[src/rtl/hart_miss_queue_if.sv]
// hart_miss_queue_if
//   Groups the miss-side, kill, memory refill and finish signals of the
//   per-hart miss queue.
//   slave  : seen from the queue (miss/kill/mem responses in, req/fin out).
//   master : seen from the hart controller / memory model driving the queue.
//   Signals:
//     miss_valid/miss_hstate/miss_addr/miss_ready : miss event handshake
//     kill_hstate                                 : per-hart cancel mask
//     mem_req/mem_addr/mem_ack/mem_rvalid         : refill request/response
//     fin/fin_hstate/fin_hid/fin_addr             : one-cycle finish report
//     pend_hstate                                 : harts parked on a miss
interface hart_miss_queue_if #(
    parameter int HARTS  = 4,
    parameter int ADDR_W = 32
);
    localparam int HID_W = (HARTS > 1) ? $clog2(HARTS) : 1;

    logic              miss_valid;
    logic [HARTS-1:0]  miss_hstate;
    logic [ADDR_W-1:0] miss_addr;
    logic              miss_ready;
    logic [HARTS-1:0]  kill_hstate;
    logic              mem_req;
    logic [ADDR_W-1:0] mem_addr;
    logic              mem_ack;
    logic              mem_rvalid;
    logic              fin;
    logic [HARTS-1:0]  fin_hstate;
    logic [HID_W-1:0]  fin_hid;
    logic [ADDR_W-1:0] fin_addr;
    logic [HARTS-1:0]  pend_hstate;

    modport slave (
        input  miss_valid, miss_hstate, miss_addr, kill_hstate,
        input  mem_ack, mem_rvalid,
        output miss_ready, mem_req, mem_addr,
        output fin, fin_hstate, fin_hid, fin_addr, pend_hstate
    );

    modport master (
        output miss_valid, miss_hstate, miss_addr, kill_hstate,
        output mem_ack, mem_rvalid,
        input  miss_ready, mem_req, mem_addr,
        input  fin, fin_hstate, fin_hid, fin_addr, pend_hstate
    );
endinterface

[src/rtl/hart_miss_queue.sv]
// hart_miss_queue
//   Accepts instruction-cache miss events tagged with a one-hot hart state,
//   queues them in a circular FIFO, issues them one at a time to the memory
//   refill interface and returns a one-cycle finish pulse per live miss.
//   Ports:
//     clk : clock
//     rst : asynchronous reset, active-low
//     bus : hart_miss_queue_if.slave (miss, kill, memory and finish signals)
module hart_miss_queue #(
    parameter int HARTS  = 4,
    parameter int DEPTH  = 4,
    parameter int ADDR_W = 32
) (
    input  logic              clk,
    input  logic              rst,
    hart_miss_queue_if.slave  bus
);
    localparam int HID_W = (HARTS > 1) ? $clog2(HARTS) : 1;
    localparam int IDX_W = (DEPTH > 1) ? $clog2(DEPTH) : 1;
    localparam int PTR_W = IDX_W + 1;

    typedef enum logic [1:0] {
        S_IDLE,
        S_REQ,
        S_WAIT,
        S_FIN
    } state_t;

    state_t            r_state;
    state_t            w_next;

    logic [PTR_W-1:0]  r_head;
    logic [PTR_W-1:0]  r_tail;
    logic [HARTS-1:0]  r_q_hstate [DEPTH];
    logic [ADDR_W-1:0] r_q_addr   [DEPTH];
    logic [DEPTH-1:0]  r_q_killed;

    logic              r_mem_req;
    logic [ADDR_W-1:0] r_mem_addr;
    logic              r_fin;
    logic [HARTS-1:0]  r_fin_hstate;
    logic [HID_W-1:0]  r_fin_hid;
    logic [ADDR_W-1:0] r_fin_addr;

    logic [IDX_W-1:0]  w_head_idx;
    logic [IDX_W-1:0]  w_tail_idx;
    logic [PTR_W-1:0]  w_count;
    logic              w_empty;
    logic              w_full;
    logic [DEPTH-1:0]  w_valid;
    logic [HARTS-1:0]  w_pend;
    logic              w_onehot;
    logic              w_ready;
    logic              w_push;
    logic              w_pop;
    logic [HARTS-1:0]  w_head_hstate;
    logic [ADDR_W-1:0] w_head_addr;
    logic              w_head_killed;
    logic [HID_W-1:0]  w_head_hid;

    assign w_head_idx    = r_head[IDX_W-1:0];
    assign w_tail_idx    = r_tail[IDX_W-1:0];
    assign w_count       = r_tail - r_head;
    assign w_empty       = (r_head == r_tail);
    assign w_full        = (r_head[PTR_W-1] != r_tail[PTR_W-1]) &&
                           (w_head_idx == w_tail_idx);
    assign w_head_hstate = r_q_hstate[w_head_idx];
    assign w_head_addr   = r_q_addr[w_head_idx];
    assign w_head_killed = r_q_killed[w_head_idx];

    // An entry is live when its distance from the head is below the
    // occupancy; killed entries keep their slot but drop out of pend.
    always_comb begin
        w_valid = '0;
        w_pend  = '0;
        for (int unsigned i = 0; i < DEPTH; i++) begin
            w_valid[i] = ({1'b0, IDX_W'(IDX_W'(i) - w_head_idx)} < w_count);
            if (w_valid[i] && !r_q_killed[i]) begin
                w_pend = w_pend | r_q_hstate[i];
            end
        end
    end

    always_comb begin
        w_head_hid = '0;
        for (int unsigned i = 0; i < HARTS; i++) begin
            if (w_head_hstate[i]) begin
                w_head_hid = HID_W'(i);
            end
        end
    end

    assign w_onehot = (bus.miss_hstate != '0) &&
                      ((bus.miss_hstate & (bus.miss_hstate - HARTS'(1))) == '0);
    assign w_ready  = !w_full && w_onehot && ((bus.miss_hstate & w_pend) == '0);
    assign w_push   = bus.miss_valid && w_ready;

    always_comb begin
        w_next = r_state;
        w_pop  = 1'b0;
        case (r_state)
            S_IDLE: begin
                if (!w_empty) begin
                    if (w_head_killed) begin
                        w_pop = 1'b1;
                    end else begin
                        w_next = S_REQ;
                    end
                end
            end
            S_REQ: begin
                if (bus.mem_ack) begin
                    w_next = S_WAIT;
                end
            end
            S_WAIT: begin
                if (bus.mem_rvalid) begin
                    if (w_head_killed) begin
                        w_pop  = 1'b1;
                        w_next = S_IDLE;
                    end else begin
                        w_next = S_FIN;
                    end
                end
            end
            S_FIN: begin
                w_pop  = 1'b1;
                w_next = S_IDLE;
            end
            default: w_next = S_IDLE;
        endcase
    end

    // Outputs are registered from the next-state decision so they line up
    // with the state they describe.
    always_ff @(posedge clk or negedge rst) begin
        if (!rst) begin
            r_state      <= S_IDLE;
            r_mem_req    <= 1'b0;
            r_mem_addr   <= '0;
            r_fin        <= 1'b0;
            r_fin_hstate <= '0;
            r_fin_hid    <= '0;
            r_fin_addr   <= '0;
        end else begin
            r_state   <= w_next;
            r_mem_req <= (w_next == S_REQ);
            if (w_next == S_REQ) begin
                r_mem_addr <= w_head_addr;
            end
            r_fin <= (w_next == S_FIN);
            if (w_next == S_FIN) begin
                r_fin_hstate <= w_head_hstate;
                r_fin_hid    <= w_head_hid;
                r_fin_addr   <= w_head_addr;
            end else begin
                r_fin_hstate <= '0;
                r_fin_hid    <= '0;
                r_fin_addr   <= '0;
            end
        end
    end

    // Kill marks only currently valid entries; the slot written by a
    // same-cycle push is not yet valid, so it always starts live.
    always_ff @(posedge clk or negedge rst) begin
        if (!rst) begin
            r_head     <= '0;
            r_tail     <= '0;
            r_q_killed <= '0;
            for (int unsigned i = 0; i < DEPTH; i++) begin
                r_q_hstate[i] <= '0;
                r_q_addr[i]   <= '0;
            end
        end else begin
            r_head <= r_head + PTR_W'(w_pop);
            r_tail <= r_tail + PTR_W'(w_push);
            for (int unsigned i = 0; i < DEPTH; i++) begin
                if (w_valid[i] && ((r_q_hstate[i] & bus.kill_hstate) != '0)) begin
                    r_q_killed[i] <= 1'b1;
                end
            end
            if (w_push) begin
                r_q_hstate[w_tail_idx] <= bus.miss_hstate;
                r_q_addr[w_tail_idx]   <= bus.miss_addr;
                r_q_killed[w_tail_idx] <= 1'b0;
            end
        end
    end

    assign bus.miss_ready  = w_ready;
    assign bus.pend_hstate = w_pend;
    assign bus.mem_req     = r_mem_req;
    assign bus.mem_addr    = r_mem_addr;
    assign bus.fin         = r_fin;
    assign bus.fin_hstate  = r_fin_hstate;
    assign bus.fin_hid     = r_fin_hid;
    assign bus.fin_addr    = r_fin_addr;
endmodule

[src/flat_wrapper.sv]
// flat-port wrapper written by rule: the top's interface ports become plain ports
module hart_miss_queue_flat 
#(
    parameter int HARTS  = 4,
    parameter int DEPTH  = 4,
    parameter int ADDR_W = 32
)
  (clk, rst, bus_miss_valid, bus_miss_hstate, bus_miss_addr, bus_kill_hstate, bus_mem_ack, bus_mem_rvalid, bus_miss_ready, bus_mem_req, bus_mem_addr, bus_fin, bus_fin_hstate, bus_fin_hid, bus_fin_addr, bus_pend_hstate);
  hart_miss_queue_if #(.HARTS(HARTS), .ADDR_W(ADDR_W)) bus_i ();
  input  logic clk;
  input  logic rst;
  input wire logic [$bits(bus_i.miss_valid)-1:0] bus_miss_valid;
  input wire logic [$bits(bus_i.miss_hstate)-1:0] bus_miss_hstate;
  input wire logic [$bits(bus_i.miss_addr)-1:0] bus_miss_addr;
  input wire logic [$bits(bus_i.kill_hstate)-1:0] bus_kill_hstate;
  input wire logic [$bits(bus_i.mem_ack)-1:0] bus_mem_ack;
  input wire logic [$bits(bus_i.mem_rvalid)-1:0] bus_mem_rvalid;
  output wire logic [$bits(bus_i.miss_ready)-1:0] bus_miss_ready;
  output wire logic [$bits(bus_i.mem_req)-1:0] bus_mem_req;
  output wire logic [$bits(bus_i.mem_addr)-1:0] bus_mem_addr;
  output wire logic [$bits(bus_i.fin)-1:0] bus_fin;
  output wire logic [$bits(bus_i.fin_hstate)-1:0] bus_fin_hstate;
  output wire logic [$bits(bus_i.fin_hid)-1:0] bus_fin_hid;
  output wire logic [$bits(bus_i.fin_addr)-1:0] bus_fin_addr;
  output wire logic [$bits(bus_i.pend_hstate)-1:0] bus_pend_hstate;
  assign bus_i.miss_valid = bus_miss_valid;
  assign bus_i.miss_hstate = bus_miss_hstate;
  assign bus_i.miss_addr = bus_miss_addr;
  assign bus_i.kill_hstate = bus_kill_hstate;
  assign bus_i.mem_ack = bus_mem_ack;
  assign bus_i.mem_rvalid = bus_mem_rvalid;
  assign bus_miss_ready = bus_i.miss_ready;
  assign bus_mem_req = bus_i.mem_req;
  assign bus_mem_addr = bus_i.mem_addr;
  assign bus_fin = bus_i.fin;
  assign bus_fin_hstate = bus_i.fin_hstate;
  assign bus_fin_hid = bus_i.fin_hid;
  assign bus_fin_addr = bus_i.fin_addr;
  assign bus_pend_hstate = bus_i.pend_hstate;
  hart_miss_queue #(.HARTS(HARTS), .DEPTH(DEPTH), .ADDR_W(ADDR_W)) u_core (.clk(clk), .rst(rst), .bus(bus_i));
endmodule
[config.mk]
export PLATFORM = sky130hd
export DESIGN_NAME = hart_miss_queue_flat
export DESIGN_NICKNAME = d
export VERILOG_FILES = /design/src/rtl/hart_miss_queue_if.sv /design/src/rtl/hart_miss_queue.sv /design/src/flat_wrapper.sv
export SDC_FILE = /design/constraint.sdc
export NUM_CORES = 1
export LEC_CHECK = 0
export BUFFER_PORTS_ARGS = -buffer_cell sky130_fd_sc_hd__buf_2
export CAP_MARGIN = 0
export CORE_AREA = 8 8 142 144
export DETAILED_ROUTE_END_ITERATION = 10
export DIE_AREA = 0 0 150 152
export GPL_ROUTABILITY_DRIVEN = 0
export GPL_TIMING_DRIVEN = 0
export PLACE_DENSITY_LB_ADDON = 0.12
export RECOVER_POWER = 25
export SYNTH_ARGS = -nofsm -noshare
export SYNTH_HDL_FRONTEND = slang
export SYNTH_SLANG_ARGS = --single-unit
[constraint.sdc]
create_clock -name clk -period 4.6 [get_ports clk]
set_input_delay 0.69 -clock clk [delete_from_list [all_inputs] [get_ports clk]]
set_output_delay 0.69 -clock clk [all_outputs]
set_load 0.005 [all_outputs]
-- After elaboration in Yosys (flattened, before gate mapping)
Index checks and enable logic that the tools add are counted.
- $lt $le $gt $ge: 10
- equality and inequality tests: 8
- muxes and demuxes: 41
- reduce and logical (&&, ||, !) cells: 28
- add/subtract/negate cells: 8
- bitwise logic cells: 13
- operators with widths (kind ; count):
    128-bit bitwise mux ; 1
    32-bit 2-to-1 mux ; 4
    32-bit binary-select mux with 2-bit select ; 1
    32-bit demux with 2-bit select ; 1
    4-bit 2-to-1 mux ; 9
    4-bit bitwise AND ; 7
    4-bit nonzero test ; 5
    16-bit bitwise mux ; 1
    2-bit 2-to-1 mux ; 8
    1-bit logical AND ; 15
    2-bit by 3-bit less-than comparator with 1-bit output ; 4
    4-bit bitwise OR ; 3
    1-bit 2-to-1 mux ; 10
    4-bit binary-select mux with 2-bit select ; 1
    4-bit demux with 2-bit select ; 1
    4-bit zero test ; 2
    2-bit one-hot mux with 4 select lines ; 1
    3-bit by 1-bit adder with 3-bit output ; 2
    2-bit == test (second input constant) ; 3
    3-bit greater-or-equal comparator (second input constant) ; 2
    2-bit by 3-bit less-than comparator with 1-bit output (second input constant) ; 2
    2-bit inverter with 3-bit output ; 2
    1-bit zero test ; 5
    2-bit by 1-bit == test with 1-bit output (second input constant) ; 2
    other kinds (14) ; 16
- register bits: 228
- bits of input ports: 45

-- Longest topological paths before layout
Gate-level depths: netlist (run 1).
- depth after elaboration: 15
- gate-level depth with buffers: 16
- depth with buffers taken out: 16

-- Worst setup path after synthesis (run 1)
Ideal clock, no wire load.
- path kind: register to output
- start point: register u_core.r_head[0]
- end point: output bus_miss_ready
- cell stages (with the launch flop): 12
- required time: 3910 ps
- arrival: 3231 ps
- path buffers: 3
- slack: 679 ps
- cells stage by stage: dfrtp_1 > clkbuf_1 > buf_2 > buf_1 > xor2_1 > inv_1 > ha_1 > nor2b_1 > nor3_1 > a22o_1 > or4_2 > a21oi_1
- longest elaborated chain between the ends: 13
- elaborated cells between the ends (all ways): 27
- classes of those cells: 5 x add/sub; 4 x order compare; 1 x eq/ne; 4 x mux; 4 x bitwise; 9 x reduce/logical
- ends and longest elaborated chain (what ; RTL line ; RTL):
    start: declaration ; hart_miss_queue.sv:32 ; logic [PTR_W-1:0] r_head;
    start signal: assignment ; hart_miss_queue.sv:176 ; r_head <= r_head + PTR_W'(w_pop);
    3-bit subtractor or 1-bit by 2-bit subtractor with 2-bit output (tied branches) ; hart_miss_queue.sv:63, hart_miss_queue.sv:77 ;
    2-bit by 3-bit less-than comparator with 1-bit output ; hart_miss_queue.sv:77 ; w_valid[i] = ({1'b0, IDX_W'(IDX_W'(i) - w_head_idx)} < w_count);
    1-bit logical AND ; hart_miss_queue.sv:78 ; if (w_valid[i] && !r_q_killed[i]) begin
    4-bit 2-to-1 mux ; hart_miss_queue.sv:78 ;
    4-bit bitwise OR ; hart_miss_queue.sv:79 ; w_pend = w_pend | r_q_hstate[i];
    4-bit 2-to-1 mux ; hart_miss_queue.sv:78 ;
    4-bit bitwise OR ; hart_miss_queue.sv:79 ;
    4-bit 2-to-1 mux ; hart_miss_queue.sv:78 ;
    4-bit bitwise OR ; hart_miss_queue.sv:79 ;
    4-bit 2-to-1 mux (*) ; hart_miss_queue.sv:78 ;
    named net bus_pend_hstate[1] ; flat_wrapper.sv:25 ; output wire logic [$bits(bus_i.pend_hstate)-1:0] bus_pend_hstate;
    4-bit bitwise AND (*) ; hart_miss_queue.sv:95 ; assign w_ready = !w_full && w_onehot && ((bus.miss_hstate & w_pend) == '0);
    4-bit zero test (*) ; hart_miss_queue.sv:95 ;
    1-bit logical AND (*) ; hart_miss_queue.sv:95 ;
    end: declaration ; flat_wrapper.sv:18 ; output wire logic [$bits(bus_i.miss_ready)-1:0] bus_miss_ready;
Mark *: on every way through the listed nets, which the timed path passes. The rest lies on a longest branch.

-- Final worst setup path (run 1)
- start point: register u_core.r_tail[0]
- end point: output bus_miss_ready
- longest elaborated chain between the ends: 13
- elaborated cells between the ends (all ways): 23
- classes of those cells: 1 x add/sub; 4 x order compare; 1 x eq/ne; 4 x mux; 4 x bitwise; 9 x reduce/logical
- ends and longest elaborated chain (what ; RTL line ; RTL):
    start: declaration ; hart_miss_queue.sv:33 ; logic [PTR_W-1:0] r_tail;
    start signal: assignment ; hart_miss_queue.sv:177 ; r_tail <= r_tail + PTR_W'(w_push);
    3-bit subtractor ; hart_miss_queue.sv:63 ; assign w_count = r_tail - r_head;
    2-bit by 3-bit less-than comparator with 1-bit output ; hart_miss_queue.sv:77 ;
    1-bit logical AND ; hart_miss_queue.sv:78 ;
    4-bit 2-to-1 mux ; hart_miss_queue.sv:78 ;
    4-bit bitwise OR ; hart_miss_queue.sv:79 ;
    4-bit 2-to-1 mux ; hart_miss_queue.sv:78 ;
    4-bit bitwise OR ; hart_miss_queue.sv:79 ;
    4-bit 2-to-1 mux ; hart_miss_queue.sv:78 ;
    4-bit bitwise OR ; hart_miss_queue.sv:79 ;
    4-bit 2-to-1 mux ; hart_miss_queue.sv:78 ;
    4-bit bitwise AND ; hart_miss_queue.sv:95 ;
    4-bit zero test ; hart_miss_queue.sv:95 ;
    1-bit logical AND (*) ; hart_miss_queue.sv:95 ;
Every way passes the cells marked *; elsewhere a longest branch is shown, timed or not.

==> flow_metrics.py, run 1 <==
metrics = {
    "outcome": {
        "status": "complete, but fails checks",
        "violations": "max-capacitance violations, max-slew violations",
    },
    "synth": {
        "synth_enable_flop_cells": 0,
        "syn_area_um2": 10200,
        "ys_ff_latch": 228,
        "async_reset_ff_share_pct": 100,
        "ys_warn_count": 0,
        "synth_ff_type": "dfrtp_1",
        "syn_inst": 653,
        "ys_types": 51,
        "avgSynthCellArea_um2": 15.6,
        "syn_nets": 710,
        "yosysSeqAreaShare_pct": 56.1,
    },
    "detailed_routing": {
        "drtAntennaViolNets": 0,
        "vias": 6043,
        "drc_errors": 0,
        "drtPass1Iterations": 4,
        "via_per_inst": 5.79,
        "post_drt_wl_per_cell_um": 21.4,
        "first_iter_violations": 310,
        "routed_wl_um": 22300,
    },
    "timing": {
        "period_needed_ns": 4.48,
        "period_share_pct": 97.3,
        "slew_headroom_pct": -66.8,
        "hold_violations": 0,
        "whs_ns": 0.441,
        "skew_ns": 0.0139,
        "worstMarginPinSlew_ns": 2.50,
        "fmax_ghz": 0.223,
        "slew_viol_final": 102,
        "finalSetupViolCount": 0,
    },
    "critical_path": {
        "crit_top_cell": "inv_1",
        "slowest_stage": "or4_2",
        "cp.required_ns": 3.91,
        "critPathMaxStageDelay_ns": 0.71,
        "cp_max_fo": 5,
        "path_delay_family": "simple AND/OR/NAND/NOR gates",
        "worst_setup_path_end_kind": "output pin",
        "cp_cell_sequence": "inv_2 -> ha_2 -> inv_1 -> fa_1 -> inv_1 -> ha_1 -> nor2b_1 -> nor3_1 -> a22o_1 -> or4_2 -> a21oi_2 -> buf_2",
        "worstSetupPathType": "reg2out",
        "start_kind": "flip-flop",
        "crit_arrival_ns": 3.79,
        "path_buf_inv": 4,
    },
    "cells_and_area": {
        "antenna_cells": 0,
        "fin_nets": 854,
        "n_fill_cell": 1289,
        "area_growth_pct": 16.8,
        "drive_gt1_share_pct": 43.1,
        "finalNonFillerCells": 1044,
    },
    "power_and_ir_drop": {
        "p_total_mw": 8.42,
        "power_frac_comb_pct": 37.8,
        "power_per_cell_area_nw_per_um2": 708,
        "power_switching_mw": 2.71,
        "p_int_mw": 5.70,
        "power.leakage_nw": 5.66,
        "switching_share_pct": 32.2,
        "pwr-share-clk_pct": 22.8,
        "seqPwrFrac_pct": 39.4,
        "peakVddDrop_mv": 0.322,
    },
    "floorplan": {
        "dieArea_um2": 22800,
        "die_h_um": 152,
        "initial_core_util_pct": 57.2,
        "rows": 49,
        "core_area_um2": 17800,
        "die_w_um": 150,
        "io_pins": 122,
    },
    "hold_path": {
        "worstHoldPathType": "in2reg",
    },
    "global_route": {
        "grt_start_max_net_pins": 128,
        "antenna_found_initial": 1,
        "track_usage_pct": 20.0,
        "grt_pass1_wl_um": 36700,
        "grt_pass1_vias": 6701,
        "overflow": 0,
    },
    "clock_tree": {
        "cts_sinks": 228,
        "postCtsSetupBuffers": 0,
        "clock_path_buffers": 3,
        "cts_buffers": 24,
        "clock_latency_ns": 0.51,
        "cts_hold_buf": 0,
        "cts_root_buf": "clkbuf_16",
        "cts.htree.levels": 1,
        "clkTransAtPathRegs_ns": 0.06,
        "cts_tree": "yes",
    },
    "place": {
        "place_inst": 1001,
        "place_hpwl_um": 15500,
        "port-buffer-count": 118,
    },
    "run": {
        "cap_viol_max_count": 1,
    },
}
-- sequential cells by signal, summed over array words and instances (netlist names) --
signal                 count
u_core.bus.fin_addr       32
u_core.bus.fin             1
u_core.r_q_addr          128
u_core.r_head              3
u_core.bus.mem_addr       32
u_core.r_q_hstate         16
u_core.bus.fin_hstate      4
u_core.bus.fin_hid         2
u_core.bus.mem_req         1
u_core.r_q_killed          4
u_core.r_state             2
u_core.r_tail              3
-- routing by layer --
| metal | global-route usage, % | wire length (µm) |
|---|---|---|
| met2 | 32.7 | 11000 |
| met1 | 26.5 | 9460 |
| met5 | 0 | 10 |
| met4 | 5.33 | 418 |
| met3 | 4.43 | 1490 |
-- final timing paths --
| path | from | endpoint | slack [ns] | cells after the start |
|---|---|---|---|---|
| worst max-delay path | u_core.r_tail[0] | bus_miss_ready | 0.12 | 12 |
| worst min-delay path | bus_miss_addr[14] | u_core.r_q_addr[78] | 0.44 | 2 |
| worst max register to register | u_core.r_tail[0] | u_core.r_q_addr[116] | 0.60 | 14 |
| worst min register to register | u_core.r_q_addr[39] | u_core.r_q_addr[39] | 0.48 | 1 |
| max in group asynchronous | rst | u_core.r_tail[0] | 2.02 | 1 |
| min in group asynchronous | rst | u_core.bus.fin_addr[29] | 0.96 | 1 |
-- worst reg2reg max path: cells and delay by family, from the launching register on --
family          cells  cell delay (ns)
fa+ha+maj           3             0.99
simple gates        4             0.93
compound gates      2             0.71
buf+inv             4             0.49
flops               1             0.45
mux                 1             0.32
-- cell usage after synthesis, drive strengths merged (6+ instances only) --
cell    count  area [µm²]
mux2      177        2100
nand2      11        41.3
o21ai       8        40.0
and2       36         225
mux4       36         815
a22oi      10        75.1
ha         11         138
nor2b       7        43.8
dfrtp     228        5710
buf        19         194
clkbuf     12        45.0
a22o        6        53.8
a21oi      10        50.1
nor2       12        75.1
inv        15        56.3
-- cell families (layout without fill, tap and decap cells) --
family                     after synthesis  after routing  share of synthesized area [%]
muxes                                  215            215                           28.9
and+or+nand+nor                         96             96                           6.17
adders and majority gates               12             12                           1.55
AOI/OAI and AO/OA                       49             49                           3.67
xor gates and xnor gates                 7              7                          0.750
DFF                                    228            228                           56.1
buffers and inverters                   46            208                           2.90
-- repair_timing --
| action | CTS | global route |
|---|---|---|
| gates cloned | 0 | 0 |
| pin swaps | 1 | 2 |
| resized for setup | 3 | 8 |
| setup endpoints to repair | 120 | 1 |
-- area by class of cell --
class                      count  area, µm²  share of cell area (%)
timing repair buffer         119        618                    5.20
inverter                      15       56.3                   0.474
buffer                        30        245                    2.06
clock inverter                 8       96.3                   0.811
tap                          229        287                    2.41
sequential                   228       5710                    48.0
clock buffer                  36        687                    5.78
multi-input combinational    379       4190                    35.2
-- through the flow --
stage | util, % | TNS (ns) | setup WS (ns) | cell area [µm²]
after global routing | 66.8 | -0.0252 | -0.0252 | 11900
after detailed placement | 62.4 | -7.84 | -0.0943 | 11100
after CTS | 66.8 | 0 | 0.0142 | 11900
after floorplan | - | 0 | 0.679 | 10200
after global placement | 62.1 | -158.81 | -0.720 | 11000
final | 66.8 | 0 | 0.124 | 11900
-- layout by cell type, fill, tap and decap left out, types with 4 or more instances in the layout --
master,instances
clkinv_2,4
inv_1,14
o21ai_0,8
mux2_2,91
nor2_1,8
clkbuf_1,21
and2b_1,5
mux2_1,57
a22o_1,5
o211ai_1,5
buf_2,121
nor2_4,4
dfrtp_1,226
mux2_4,29
nor2b_1,7
xor2_1,5
clkbuf_16,25
ha_1,10
a22oi_1,10
buf_6,10
mux4_2,35
or2b_1,4
and2_1,36
nand2_1,11
a21oi_1,9
-- power by group through the flow --
stage / logic [mW] / clock network [mW] / registers (mW)
after global routing: 3.47 / 2.04 / 3.41
after CTS: 3.19 / 1.96 / 3.30
final: 3.18 / 1.92 / 3.32
after global placement: 3.06 / 0 / 3.26
after floorplan: 2.36 / 0 / 3.16
after detailed placement: 3.17 / 0 / 3.33
No activity file was read; power rests on OpenSTA's default activity.
==> run 2: changes to the inputs <==
- CTS_BUF_LIST: default -> sky130_fd_sc_hd__clkbuf_4 sky130_fd_sc_hd__clkbuf_8 sky130_fd_sc_hd__clkbuf_16
==> run 2 against run 1 <==
Against the previous run:
- the flow still finishes with violations (max-capacitance violations, max-slew violations)
- setup slack improved by 0.0022 ns
- combinational power about the same
- register-to-register slack about the same
- die area unchanged
- non-clock buffer count unchanged
- critical path depth unchanged
- sequential cell count unchanged
- cell count unchanged
- clock skew increased by 0.0010 ns
- count of clock-buffer cells in the layout unchanged
- global-route usage about the same
- fmax about the same
- critical endpoint unchanged
==> flow_metrics.py, run 2 (same netlist as run 1, synthesis figures left out) <==
metrics = {
    "floorplan": {
        "die_h_um": 152,
        "rows": 49,
        "core_area_um2": 17800,
        "io_pins": 122,
        "initial_core_util_pct": 57.2,
        "dieArea_um2": 22800,
        "die_w_um": 150,
    },
    "timing": {
        "period_needed_ns": 4.47,
        "worst_slack_ns": 0.126,
        "fmax_ghz": 0.224,
        "finalSetupViolCount": 0,
        "hold_violations": 0,
        "period_share_pct": 97.3,
        "slew_viol_final": 102,
        "skew_ns": 0.0150,
        "worstMarginPinSlew_ns": 2.53,
        "slew_headroom_pct": -68.4,
    },
    "critical_path": {
        "cp_cell_sequence": "inv_2 -> ha_2 -> inv_1 -> fa_1 -> inv_1 -> ha_1 -> nor2b_1 -> nor3_1 -> a22o_1 -> or4_2 -> a21oi_2 -> buf_2",
        "slowest_stage": "or4_2",
        "worstSetupPathType": "reg2out",
        "r2r-start": "u_core.r_tail[0]",
        "start_kind": "flip-flop",
        "r2r_cells": 14,
        "cp_max_fo": 5,
        "r2r-end": "u_core.r_q_addr[59]",
        "worst_setup_path_end_kind": "output pin",
        "critPathMaxStageDelay_ns": 0.71,
        "reg2reg_slack_ns": 0.60,
        "crit_arrival_ns": 3.78,
        "cp.required_ns": 3.91,
        "crit_top_cell": "inv_1",
    },
    "place": {
        "port-buffer-count": 118,
        "place_hpwl_um": 15500,
        "placed_area_um2": 11100,
        "dp_worst_setup_slack_ns": -0.0943,
    },
    "global_route": {
        "overflow": 0,
        "antenna_found_initial": 1,
        "grt_start_max_net_pins": 128,
        "track_usage_pct": 20.0,
        "grt_pass1_vias": 6700,
        "grt_pass1_wl_um": 36700,
    },
    "detailed_routing": {
        "drc_errors": 0,
        "drtAntennaViolNets": 0,
        "met1Wirelength_um": 9310,
        "met3_length_um": 1600,
        "routed_wl_um": 22300,
        "vias": 6052,
        "top_layer_used": "met5",
        "first_iter_violations": 312,
        "drtPass1Iterations": 4,
        "via_per_inst": 5.80,
        "post_drt_wl_per_cell_um": 21.3,
        "met2_length_um": 10900,
    },
    "cells_and_area": {
        "fin_nets": 854,
        "design_area_um2": 11900,
        "mostFrequentLayoutCells": "dfrtp_1, buf_2, mux2_2, mux2_1, and2_1",
        "largest_reg_flops": 128,
        "multi_input_area_um2": 4190,
        "largest_register": "u_core.r_q_addr",
        "n_fill_cell": 1290,
        "area_growth_pct": 17.2,
        "final_common_cell": "dfrtp_1",
        "final-seq-area_um2": 5710,
        "drive_gt1_share_pct": 44.2,
        "antenna_cells": 0,
    },
    "clock_tree": {
        "clkTransAtPathRegs_ns": 0.06,
        "cts_hold_buf": 0,
        "clock_path_buffers": 3,
        "cts_tree": "yes",
        "clock_latency_ns": 0.51,
        "cts_root_buf": "clkbuf_16",
        "cts_sinks": 228,
        "cts.htree.levels": 1,
        "cts_buffers": 24,
    },
    "outcome": {
        "violations": "max-capacitance violations, max-slew violations",
        "status": "complete, but fails checks",
    },
    "power_and_ir_drop": {
        "switching_share_pct": 32.0,
        "power_switching_mw": 2.70,
        "pwr-share-clk_pct": 23.3,
        "seqPwrFrac_pct": 39.1,
        "power_frac_comb_pct": 37.5,
        "peakVddDrop_mv": 0.324,
        "power_per_cell_area_nw_per_um2": 710,
        "p_int_mw": 5.76,
        "power.leakage_nw": 5.69,
    },
    "hold_path": {
        "worstHoldPathType": "in2reg",
        "whs_endpoint": "u_core.r_q_addr[78]",
        "worstHoldStart": "bus_miss_addr[14]",
        "hold_depth": 2,
    },
    "run": {
        "cap_viol_max_count": 1,
    },
}
[run 2: stage by stage]
| stage | hold WS (ns) | power (mW) | utilization [%] | TNS, ns | cells |
|---|---|---|---|---|---|
| after global placement | 0.461 | 6.31 | 62.1 | -158.81 | 1000 |
| final | 0.441 | 8.46 | 67.0 | 0 | 1044 |
| after CTS | 0.251 | 8.50 | 67.0 | 0 | 1044 |
| after detailed placement | 0.471 | 6.50 | 62.4 | -7.84 | 1001 |
| after floorplan | 0.394 | 5.52 | - | 0 | 653 |
| after global routing | 0.439 | 8.97 | 67.0 | -0.0251 | 1044 |
[run 2: worst max path at each step]
| stage | startpoint | to | slack [ns] | depth (start not counted) |
|---|---|---|---|---|
| detailed placement | u_core.r_head[0] | u_core.r_q_addr[44] | -0.09 | 14 |
| finish | u_core.r_tail[0] | bus_miss_ready | 0.13 | 12 |
| global route | u_core.r_tail[0] | bus_miss_ready | -0.03 | 12 |
| CTS | u_core.r_tail[0] | bus_miss_ready | 0.01 | 12 |
| global placement | rst | u_core.r_q_addr[72] | -0.72 | 1 |
| floorplan | u_core.r_head[0] | bus_miss_ready | 0.68 | 11 |
[run 2: worst max-delay path, delay by kind of cell (launching register included)]
family,cells,cell delay [ns]
buffers and inverters,4,0.39
DFF,1,0.45
and+or+nand+nor,3,1.00
adders and majority gates,3,0.98
AOI/OAI and AO/OA,2,0.45
[run 2: routing by layer]
| metal | GRT usage [%] | vias up |
|---|---|---|
| li1 | - | 2654 |
| met1 | 26.5 | 3181 |
| met2 | 32.7 | 175 |
| met3 | 4.43 | 40 |
| met4 | 5.33 | 2 |
| met5 | 0 | - |
[run 2: repair_timing]
action / CTS / global route
buffers inserted: 0 / 0
endpoints found under the setup margin: 120 / 1
endpoints found under the hold margin: 0 / 0
resized for setup: 3 / 8
pin swaps: 1 / 2
[run 2: power groups by stage]
stage	Sequential [mW]	Clock [mW]	Combinational, mW
after floorplan	3.16	0	2.36
after global placement	3.26	0	3.06
after detailed placement	3.33	0	3.17
after CTS	3.30	2.01	3.19
after global routing	3.41	2.09	3.47
final	3.31	1.97	3.18
[run 2: area by class of cell]
cell class | count | area share, %
timing repair buffer | 119 | 5.19
clock buffer | 36 | 6.05
buffer | 30 | 2.06
sequential | 228 | 47.9
inverter | 15 | 0.472
clock inverter | 8 | 0.808
multi-input combinational | 379 | 35.1
tap | 229 | 2.40
